**config.mk**
```make
export PLATFORM = sky130hd
export DESIGN_NAME = uart_tx_frame_serializer
export DESIGN_NICKNAME = d
export VERILOG_FILES = /design/src/rtl/uart_pkg.sv /design/src/rtl/uart_tx_parity_calc.sv /design/src/rtl/uart_tx_frame_serializer.sv
export SDC_FILE = /design/constraint.sdc
export NUM_CORES = 1
export LEC_CHECK = 0
export CAP_MARGIN = 15
export CORE_ASPECT_RATIO = 0.7
export CORE_MARGIN = 2
export CORE_UTILIZATION = 53
export CTS_CLUSTER_DIAMETER = 30
export DETAILED_ROUTE_END_ITERATION = 8
export GPL_ROUTABILITY_DRIVEN = 1
export HOLD_SLACK_MARGIN = 0.12
export PLACE_DENSITY_LB_ADDON = 0.25
export REMOVE_ABC_BUFFERS = 1
export SLEW_MARGIN = 0
export SYNTH_ARGS = -nofsm -noshare
export SYNTH_HDL_FRONTEND = slang
export SYNTH_SLANG_ARGS = --single-unit
```
**constraint.sdc**
```tcl
create_clock -name clk -period 2.8 [get_ports clk]
set_input_delay 0.56 -clock clk [delete_from_list [all_inputs] [get_ports clk]]
set_output_delay 0.56 -clock clk [all_outputs]
set_load 0.05 [all_outputs]
```
**src/rtl/uart_pkg.sv**
```systemverilog
// uart_pkg: shared UART FSM encodings, parity constants and prescale clamp (PARITY state only with UART_TX_PARITY_EN)
package uart_pkg;
  typedef enum logic [2:0] {
    ST_IDLE   = 3'd0,
    ST_START  = 3'd1,
    ST_DATA   = 3'd2,
`ifdef UART_TX_PARITY_EN
    ST_PARITY = 3'd3,
`endif
    ST_STOP   = 3'd4
  } uart_state_e;
  localparam logic PAR_EVEN = 1'b0;
  localparam logic PAR_ODD = 1'b1;
  localparam logic [5:0] PRESCALE_MIN = 6'd4;
  function automatic logic [5:0] clamp_prescale(input logic [5:0] p);
    return (p < PRESCALE_MIN) ? PRESCALE_MIN : p;
  endfunction
endpackage

```
**src/rtl/uart_tx_parity_calc.sv**
```systemverilog
// uart_tx_parity_calc: combinational even/odd parity of the latched TX word
module uart_tx_parity_calc
  import uart_pkg::*;
#(
  parameter int DATA_WIDTH = 8
) (
  input  logic [DATA_WIDTH-1:0] data,
  input  logic                  par_typ,
  output logic                  parity
);
  assign parity = (par_typ == PAR_ODD) ? ~^data : ^data;
endmodule

```
**src/rtl/uart_tx_frame_serializer.sv**
```systemverilog
// uart_tx_frame_serializer: UART TX framing start/data LSB-first/[parity]/stop; parity built only with UART_TX_PARITY_EN
module uart_tx_frame_serializer
  import uart_pkg::*;
#(
  parameter int DATA_WIDTH = 8
) (
  input  logic                  clk,
  input  logic                  rst,
  input  logic [5:0]            tx_Prescale,
  input  logic [DATA_WIDTH-1:0] P_DATA,
  input  logic                  Data_Valid,
  input  logic                  PAR_EN,
  input  logic                  PAR_TYP,
  output logic                  TX_OUT,
  output logic                  busy
);
  localparam int BW = $clog2(DATA_WIDTH + 1);
  uart_state_e r_state, w_next, w_after_data;
  logic [5:0] r_cnt, r_p;
  logic [BW-1:0] r_bit;
  logic [DATA_WIDTH-1:0] r_sh, w_sh_n;
  logic r_tx, r_busy, w_tx_n, w_last, w_accept, w_shift, w_bit_end;
  assign w_last = r_cnt == r_p - 6'd1;
  assign w_accept = (r_state == ST_IDLE) && Data_Valid;
  assign w_bit_end = r_bit == BW'(DATA_WIDTH - 1);
  assign w_shift = (r_state == ST_DATA) && w_last;
  assign w_sh_n = w_shift ? r_sh >> 1 : r_sh;
  assign TX_OUT = r_tx;
  assign busy = r_busy;
`ifdef UART_TX_PARITY_EN
  logic [DATA_WIDTH-1:0] r_data;
  logic r_par_en, r_par_typ, w_par;
  uart_tx_parity_calc #(.DATA_WIDTH(DATA_WIDTH)) u_par (
    .data    (r_data),
    .par_typ (r_par_typ),
    .parity  (w_par)
  );
  assign w_after_data = r_par_en ? ST_PARITY : ST_STOP;
  // hold the accepted word and parity options for the whole frame
  always_ff @(posedge clk or negedge rst) begin
    if (!rst) begin
      r_data <= '0;
      r_par_en <= 1'b0;
      r_par_typ <= 1'b0;
    end else if (w_accept) begin
      r_data <= P_DATA;
      r_par_en <= PAR_EN;
      r_par_typ <= PAR_TYP;
    end
  end
`else
  logic w_unused_par;
  assign w_unused_par = PAR_EN ^ PAR_TYP;
  assign w_after_data = ST_STOP;
`endif
  // next state: each non-idle state lasts one full bit period
  always_comb begin
    w_next = r_state;
    case (r_state)
      ST_IDLE:   w_next = Data_Valid ? ST_START : ST_IDLE;
      ST_START:  w_next = w_last ? ST_DATA : ST_START;
      ST_DATA:   w_next = (w_last && w_bit_end) ? w_after_data : ST_DATA;
`ifdef UART_TX_PARITY_EN
      ST_PARITY: w_next = w_last ? ST_STOP : ST_PARITY;
`endif
      ST_STOP:   w_next = w_last ? ST_IDLE : ST_STOP;
      default:   w_next = ST_IDLE;
    endcase
  end
  // line level for the state being entered, so TX_OUT is registered with no input path
  always_comb begin
    w_tx_n = 1'b1;
    if (w_next == ST_START) w_tx_n = 1'b0;
    else if (w_next == ST_DATA) w_tx_n = w_sh_n[0];
`ifdef UART_TX_PARITY_EN
    else if (w_next == ST_PARITY) w_tx_n = w_par;
`endif
  end
  // FSM, bit-period counter and bit counter
  always_ff @(posedge clk or negedge rst) begin
    if (!rst) begin
      r_state <= ST_IDLE;
      r_cnt <= '0;
      r_bit <= '0;
    end else begin
      r_state <= w_next;
      r_cnt <= (r_state == ST_IDLE || w_last) ? '0 : r_cnt + 6'd1;
      r_bit <= w_accept ? '0 : w_shift ? r_bit + BW'(1) : r_bit;
    end
  end
  // latch prescale and load/shift the data word
  always_ff @(posedge clk or negedge rst) begin
    if (!rst) begin
      r_p <= '0;
      r_sh <= '0;
    end else begin
      r_p <= w_accept ? clamp_prescale(tx_Prescale) : r_p;
      r_sh <= w_accept ? P_DATA : w_sh_n;
    end
  end
  // registered outputs, idle high and not busy
  always_ff @(posedge clk or negedge rst) begin
    if (!rst) begin
      r_tx <= 1'b1;
      r_busy <= 1'b0;
    end else begin
      r_tx <= w_tx_n;
      r_busy <= w_next != ST_IDLE;
    end
  end
endmodule

```
==> reports/metrics.cfg, run 1 <==
[run_status]
outcome=finished, final reports clean

[job]
drv_cap=0

[clock_network]
clock_tree.root_cell=clkbuf_8
cts_hold_buf=0
clkLatencyLatePin_ps=280
cts.clk_slew.worst_paths_ps=60
post-cts-setup-buffers=0
cts_made_buffers=5
htreeDepth=2
cts_buffer_depth=2
cts_tree=yes
cts_resized=0
clock_sinks=29

[logic_synthesis]
ys_seq_area_share_pct=50.3
synth.distinct_cells=34
syn_area_um2=1450
yosysTopAreaCellShare_pct=48.5
yosysWarnings=0
synthTopCellsByArea=dfrtp_1 (48%), mux2i_1 (5.5%), nand2_1 (5.5%)
ys_seq_elements=29
yosysTopAreaCell=dfrtp_1
syn_inst=147
synth_area_per_cell_um2=9.83

[finish]
fin_util_pct=69.8
area_growth_pct=22.3
nets=192
stdcell_count=205
layout-drive-gt1-share_pct=11.1
num_antenna_cells=0

[power_and_ir_drop]
p_seq_share_pct=40.1
p_comb_share_pct=38.1
swShare_pct=37.5
switching_power_mw=0.648
p_leak_nw=0.846
total_power_mw=1.73
powerDensity_nw_per_um2=977
cell_internal_pwr_mw=1.08
ir_worst_vdd_v=0.000537
pwr-share-clk_pct=21.8

[setup_path]
endpoint_kind=flip-flop
worstPathRequired_ps=2960
cp_max_fo=4
start_kind=flip-flop
worst-setup-path-type=flip-flop to flip-flop
crit_arrival_ps=2550

[floorplanning]
io_pins=21
core-area_um2=2530
start_util_pct=57.0
die_x_um=66.4
chipHeight_um=47.7
die-area_um2=3170
rows=15

[route]
via_count=1089
drc_errors=0
viasPerCell=5.31
antenna_left=0
first_pass_iters=4
routedWlPerCell_um=12.8
drt-total-wl_um=2630
drt_iter0_markers=64

[sta]
worst_slew_pin_slew_ps=819
period_share_pct=85.2
rsz0062_at_grt=false
setup_viol_count_final=0
slew_viol_final=0
hold_viol=0
skew_ps=4.99
final.min_clock_period_ps=2390
whs_ps=502
slew_headroom_pct=45.4
fmax_mhz=419
finalSetupTns_ps=0

[hold_path]
hold_path.class=flip-flop to flip-flop

[placed_design]
placed_cells=197
gp_congestion=0.796
place_hpwl_um=1940
io_buffer_count=18

[global_route]
grt_pass1_vias=999
antenna_found_initial=0
gr-total-overflow=0
grt_max_degree=30
gr-usage-all-layers_pct=18.9
grt_pass1_wl_um=4310

## worst paths after layout
path | start | to | slack (ps) | cells after the start
setup / recovery | r_p[0]$_DFFE_PN0P_ | busy$_DFF_PN0_ | 410 | 8
hold / removal | r_cnt[0]$_DFF_PN0_ | r_cnt[0]$_DFF_PN0_ | 500 | 1
setup reg to reg | r_p[0]$_DFFE_PN0P_ | busy$_DFF_PN0_ | 410 | 8
hold reg to reg | r_cnt[0]$_DFF_PN0_ | r_cnt[0]$_DFF_PN0_ | 500 | 1
max in group asynchronous | rst | TX_OUT$_DFF_PN1_ | 1840 | 2
min in group asynchronous | rst | r_state[2]$_DFF_PN0_ | 660 | 2
## sequential cells by signal, summed over array words and instances (netlist names)
name,cells
r_cnt,6
busy,1
r_p,6
r_state,3
r_bit,4
r_sh,8
TX_OUT,1
## kinds of logic (layout without fill, tap and decap cells)
family | after synthesis | after routing | share of synthesized area (%)
AND/OR/NAND/NOR | 62 | 62 | 21.2
flip-flops | 29 | 29 | 50.3
AO/OA/AOI/OAI | 21 | 21 | 9.09
XOR/XNOR | 12 | 12 | 7.27
buffers and inverters | 11 | 35 | 2.94
multiplexers | 9 | 9 | 6.58
adder cells (fa/ha/maj) | 3 | 3 | 2.60
## power groups by stage
stage	Clock, mW	Combinational [mW]	Sequential [mW]
after floorplan	0	0.468	0.716
after global placement	0	0.630	0.690
after detailed placement	0	0.660	0.700
after CTS	0.384	0.663	0.692
after global routing	0.403	0.739	0.712
final	0.376	0.658	0.694
## stage by stage
step	setup slack [ps]	instance area, um^2
6_report	415	1770
3_5_place_dp	430	1670
3_3_place_gp	495	1670
4_1_cts	416	1770
2_1_floorplan	430	1430
5_1_grt	187	1770
## routing by layer
metal | track usage (%) | wire length (um) | vias to the layer above
li1 | - | - | 542
met1 | 24.0 | 1270 | 514
met2 | 31.0 | 1180 | 29
met3 | 6.59 | 157 | 4
met4 | 6.53 | 18 | 0
met5 | 0 | 0 | -
## layout make-up
cell class                      instances  area [um^2]
Clock buffer                            7         96.3
Clock inverter                          1         5.00
Fill cell                             215          766
Inverter                                7         26.3
Multi-Input combinational cell        107          676
Sequential cell                        29          727
Tap cell                               34         42.5
Timing Repair Buffer                   20          195
## Yosys cell counts (all sizes together)
cell type	number
dfrtp	28
nand2	21
nor2	15
o21ai	10
xnor2	9
mux2i	8
inv	7
nand3	7
nor3	5
a21oi	3
a31oi	3
clkbuf	3
ha	3
nor2b	3
xor2	3
and2	2
nand2b	2
nand4	2
o21a	2
or3	2
a211o	1
a31o	1
and3b	1
buf	1
dfstp	1
mux2	1
nand3b	1
o2bb2ai	1
or4	1
## cells in the final DEF, fill, tap and decap left out, types with 3 or more instances in the layout
cell type        synthesis  routed
nor2_1                  15      15
nand3_1                  6       6
xnor2_1                  9       9
inv_1                    7       7
xor2_1                   3       3
nor2b_1                  3       3
clkbuf_8                 0       7
clkdlybuf4s50_1          0      18
a21oi_1                  3       3
ha_1                     3       3
dfrtp_1                 28      28
mux2i_1                  8       8
nand2_1                 21      21
nor3_1                   4       4
o21ai_0                 10      10
## critical path: stages (launching register included)
cell and delay, ps:
dfrtp_1 400, inv_1 80, ha_1 240, nor2b_1 140, or3_1 360, a31oi_2 260, nand3_2 160, mux2_4 340
a211o_1 290
Power figures use the tool's default switching activity.
==> run 2, diff against run 1 <==
--- a/config.mk
+++ b/config.mk
@@ -15,7 +15,7 @@
 export HOLD_SLACK_MARGIN = 0.12
 export PLACE_DENSITY_LB_ADDON = 0.25
 export REMOVE_ABC_BUFFERS = 1
-export SLEW_MARGIN = 0
+export SLEW_MARGIN = 20
 export SYNTH_ARGS = -nofsm -noshare
 export SYNTH_HDL_FRONTEND = slang
 export SYNTH_SLANG_ARGS = --single-unit
==> results of run 2 <==
No change in the layout: final DEF, timing and power equal those of run 1.
==> run 3, diff against run 2 <==
--- a/config.mk
+++ b/config.mk
@@ -8,9 +8,10 @@
 export CAP_MARGIN = 15
 export CORE_ASPECT_RATIO = 0.7
 export CORE_MARGIN = 2
-export CORE_UTILIZATION = 53
+export CORE_UTILIZATION = 61
 export CTS_CLUSTER_DIAMETER = 30
 export DETAILED_ROUTE_END_ITERATION = 8
+export DONT_BUFFER_PORTS = 1
 export GPL_ROUTABILITY_DRIVEN = 1
 export HOLD_SLACK_MARGIN = 0.12
 export PLACE_DENSITY_LB_ADDON = 0.25
==> reports/metrics.cfg, run 3 (synthesis results as in run 1) <==
[clock_network]
clock_tree.root_cell=clkbuf_4
htreeDepth=2
cts_made_buffers=5
cts_tree=yes
clkLatencyLatePin_ps=320
post-cts-setup-buffers=0
clock_sinks=29
cts_buffer_depth=2
cts.clk_slew.worst_paths_ps=80

[sta]
whs_ps=347
worst_slew_pin_slew_ps=764
slew_viol_final=0
slew_headroom_pct=49.0
period_share_pct=86.0
final.min_clock_period_ps=2410
rsz0062_at_grt=false
skew_ps=6.40
setup_viol_count_final=0
hold_viol=0
fmax_mhz=415
finalSetupTns_ps=0

[finish]
layout_common_cells=dfrtp_1 (28), nand2_1 (21), nor2_1 (15)
largestRegisters=r_sh (8), r_cnt (6), r_p (6)
regMostFlops=r_sh
nets=175
stdcell_count=185
area_growth_pct=8.05
layout-drive-gt1-share_pct=11.1
largest_register_ffs=8
final_common_cell=dfrtp_1
finish.instance_area_um2=1560
num_antenna_cells=0

[floorplanning]
io_pins=21
rows=14
start_util_pct=66.0
core-area_um2=2190
die-area_um2=2780
chipHeight_um=44.7
die_x_um=62.2

[setup_path]
endpoint_kind=flip-flop
rr_worst_depth=9
cp_max_fo=8
cpPeakStageDelay_ps=410
r2r_slack_ps=390
worstPathRequired_ps=2970
cp_cell_sequence=inv_1 > ha_1 > nor2b_1 > or3_1 > a31oi_2 > nand4_2 > buf_4 > mux2i_1 > o21ai_0
worstSetupStartpoint=r_p[0]$_DFFE_PN0P_
worst-setup-path-type=flip-flop to flip-flop
crit_arrival_ps=2570
r2r_end=r_sh[5]$_DFFE_PN0P_
slowest_stage=dfrtp_1
r2r_start=r_p[0]$_DFFE_PN0P_
start_kind=flip-flop

[global_route]
use_met2_pct=36.1
met3_usage_pct=6.48
gr-usage-all-layers_pct=21.8
use_met1_pct=27.8
grt_pass1_vias=1039
gr-total-overflow=0
busiest_layer=met2
grt_max_degree=30
antenna_found_initial=0
grt_pass1_wl_um=4490

[power_and_ir_drop]
switching_power_mw=0.626
cell_internal_pwr_mw=0.940
p_seq_share_pct=47.5
p_comb_share_pct=36.6
pwr-share-clk_pct=15.9
ir_worst_vdd_v=0.000648
swShare_pct=40.0
powerDensity_nw_per_um2=1000
total_power_mw=1.57
p_leak_nw=0.761

[job]
drv_cap=0

[route]
routedWlPerCell_um=13.8
drc_errors=0
viasPerCell=5.58
drt-total-wl_um=2560
antenna_left=0
drt_iter0_markers=42
first_pass_iters=4
via_count=1033

[hold_path]
min_to=r_sh[7]$_DFFE_PN0P_
hold_path.startpoint=P_DATA[7]
hold_path.class=input pin to flip-flop
whs_path_depth=2

[placed_design]
gp_congestion=0.795
io_buffer_count=0
place_hpwl_um=1850
placed_cells=176
postPlaceCellArea_um2=1480

[run_status]
outcome=finished, final reports clean

run 3: cell count changes in the layout (fill, tap and decap cells not counted), sizes merged:
cell,change
clkdlybuf4s50,-18
clkinv,-1
dlygate4sd3,+1
run 3: through the flow:
step	worst slack, ps	utilization (%)
6_report	393	71.3
5_1_grt	208	71.3
4_1_cts	401	71.3
3_5_place_dp	423	67.4
3_3_place_gp	493	67.4
2_1_floorplan	430	-
run 3: worst max-delay path: cells and delay by family (launching register included):
family / cells / cell delay, ps
AND/OR/NAND/NOR: 3 / 760
flip-flops: 1 / 410
AO/OA/AOI/OAI: 2 / 370
buffers and inverters: 2 / 330
adder cells (fa/ha/maj): 1 / 240
multiplexers: 1 / 150
run 3: power by group through the flow:
stage | combinational [mW] | sequential [mW] | clock [mW]
after floorplan | 0.468 | 0.716 | 0
after global placement | 0.527 | 0.741 | 0
after detailed placement | 0.557 | 0.751 | 0
after CTS | 0.575 | 0.742 | 0.257
after global routing | 0.656 | 0.763 | 0.276
final | 0.574 | 0.743 | 0.249
run 3: final cells by class:
type | instances | area [um^2]
sequential | 29 | 727
multi-input combinational | 107 | 676
fill | 179 | 628
clock buffer | 7 | 55.1
tap | 32 | 40.0
timing repair buffer | 3 | 37.5
inverter | 7 | 26.3
run 3: worst max-delay path by stage:
stage,end
floorplan,r_bit[3]$_DFFE_PN0P_
global placement,r_sh[4]$_DFFE_PN0P_
detailed placement,r_sh[1]$_DFFE_PN0P_
CTS,r_sh[1]$_DFFE_PN0P_
global route,r_sh[1]$_DFFE_PN0P_
finish,r_sh[5]$_DFFE_PN0P_
run 3: metal layers:
layer / part of all wire, % / vias to the layer above
met1: 49 / 491
met5: 0 / -
met2: 44 / 29
met3: 5.9 / 5
met4: 1.1 / 0
li1: - / 508
run 3: repair_timing:
item | in CTS | in global routing
hold buffers | 2 | 0
endpoints found under the hold margin | 29 | 0
resized for setup | 0 | 0
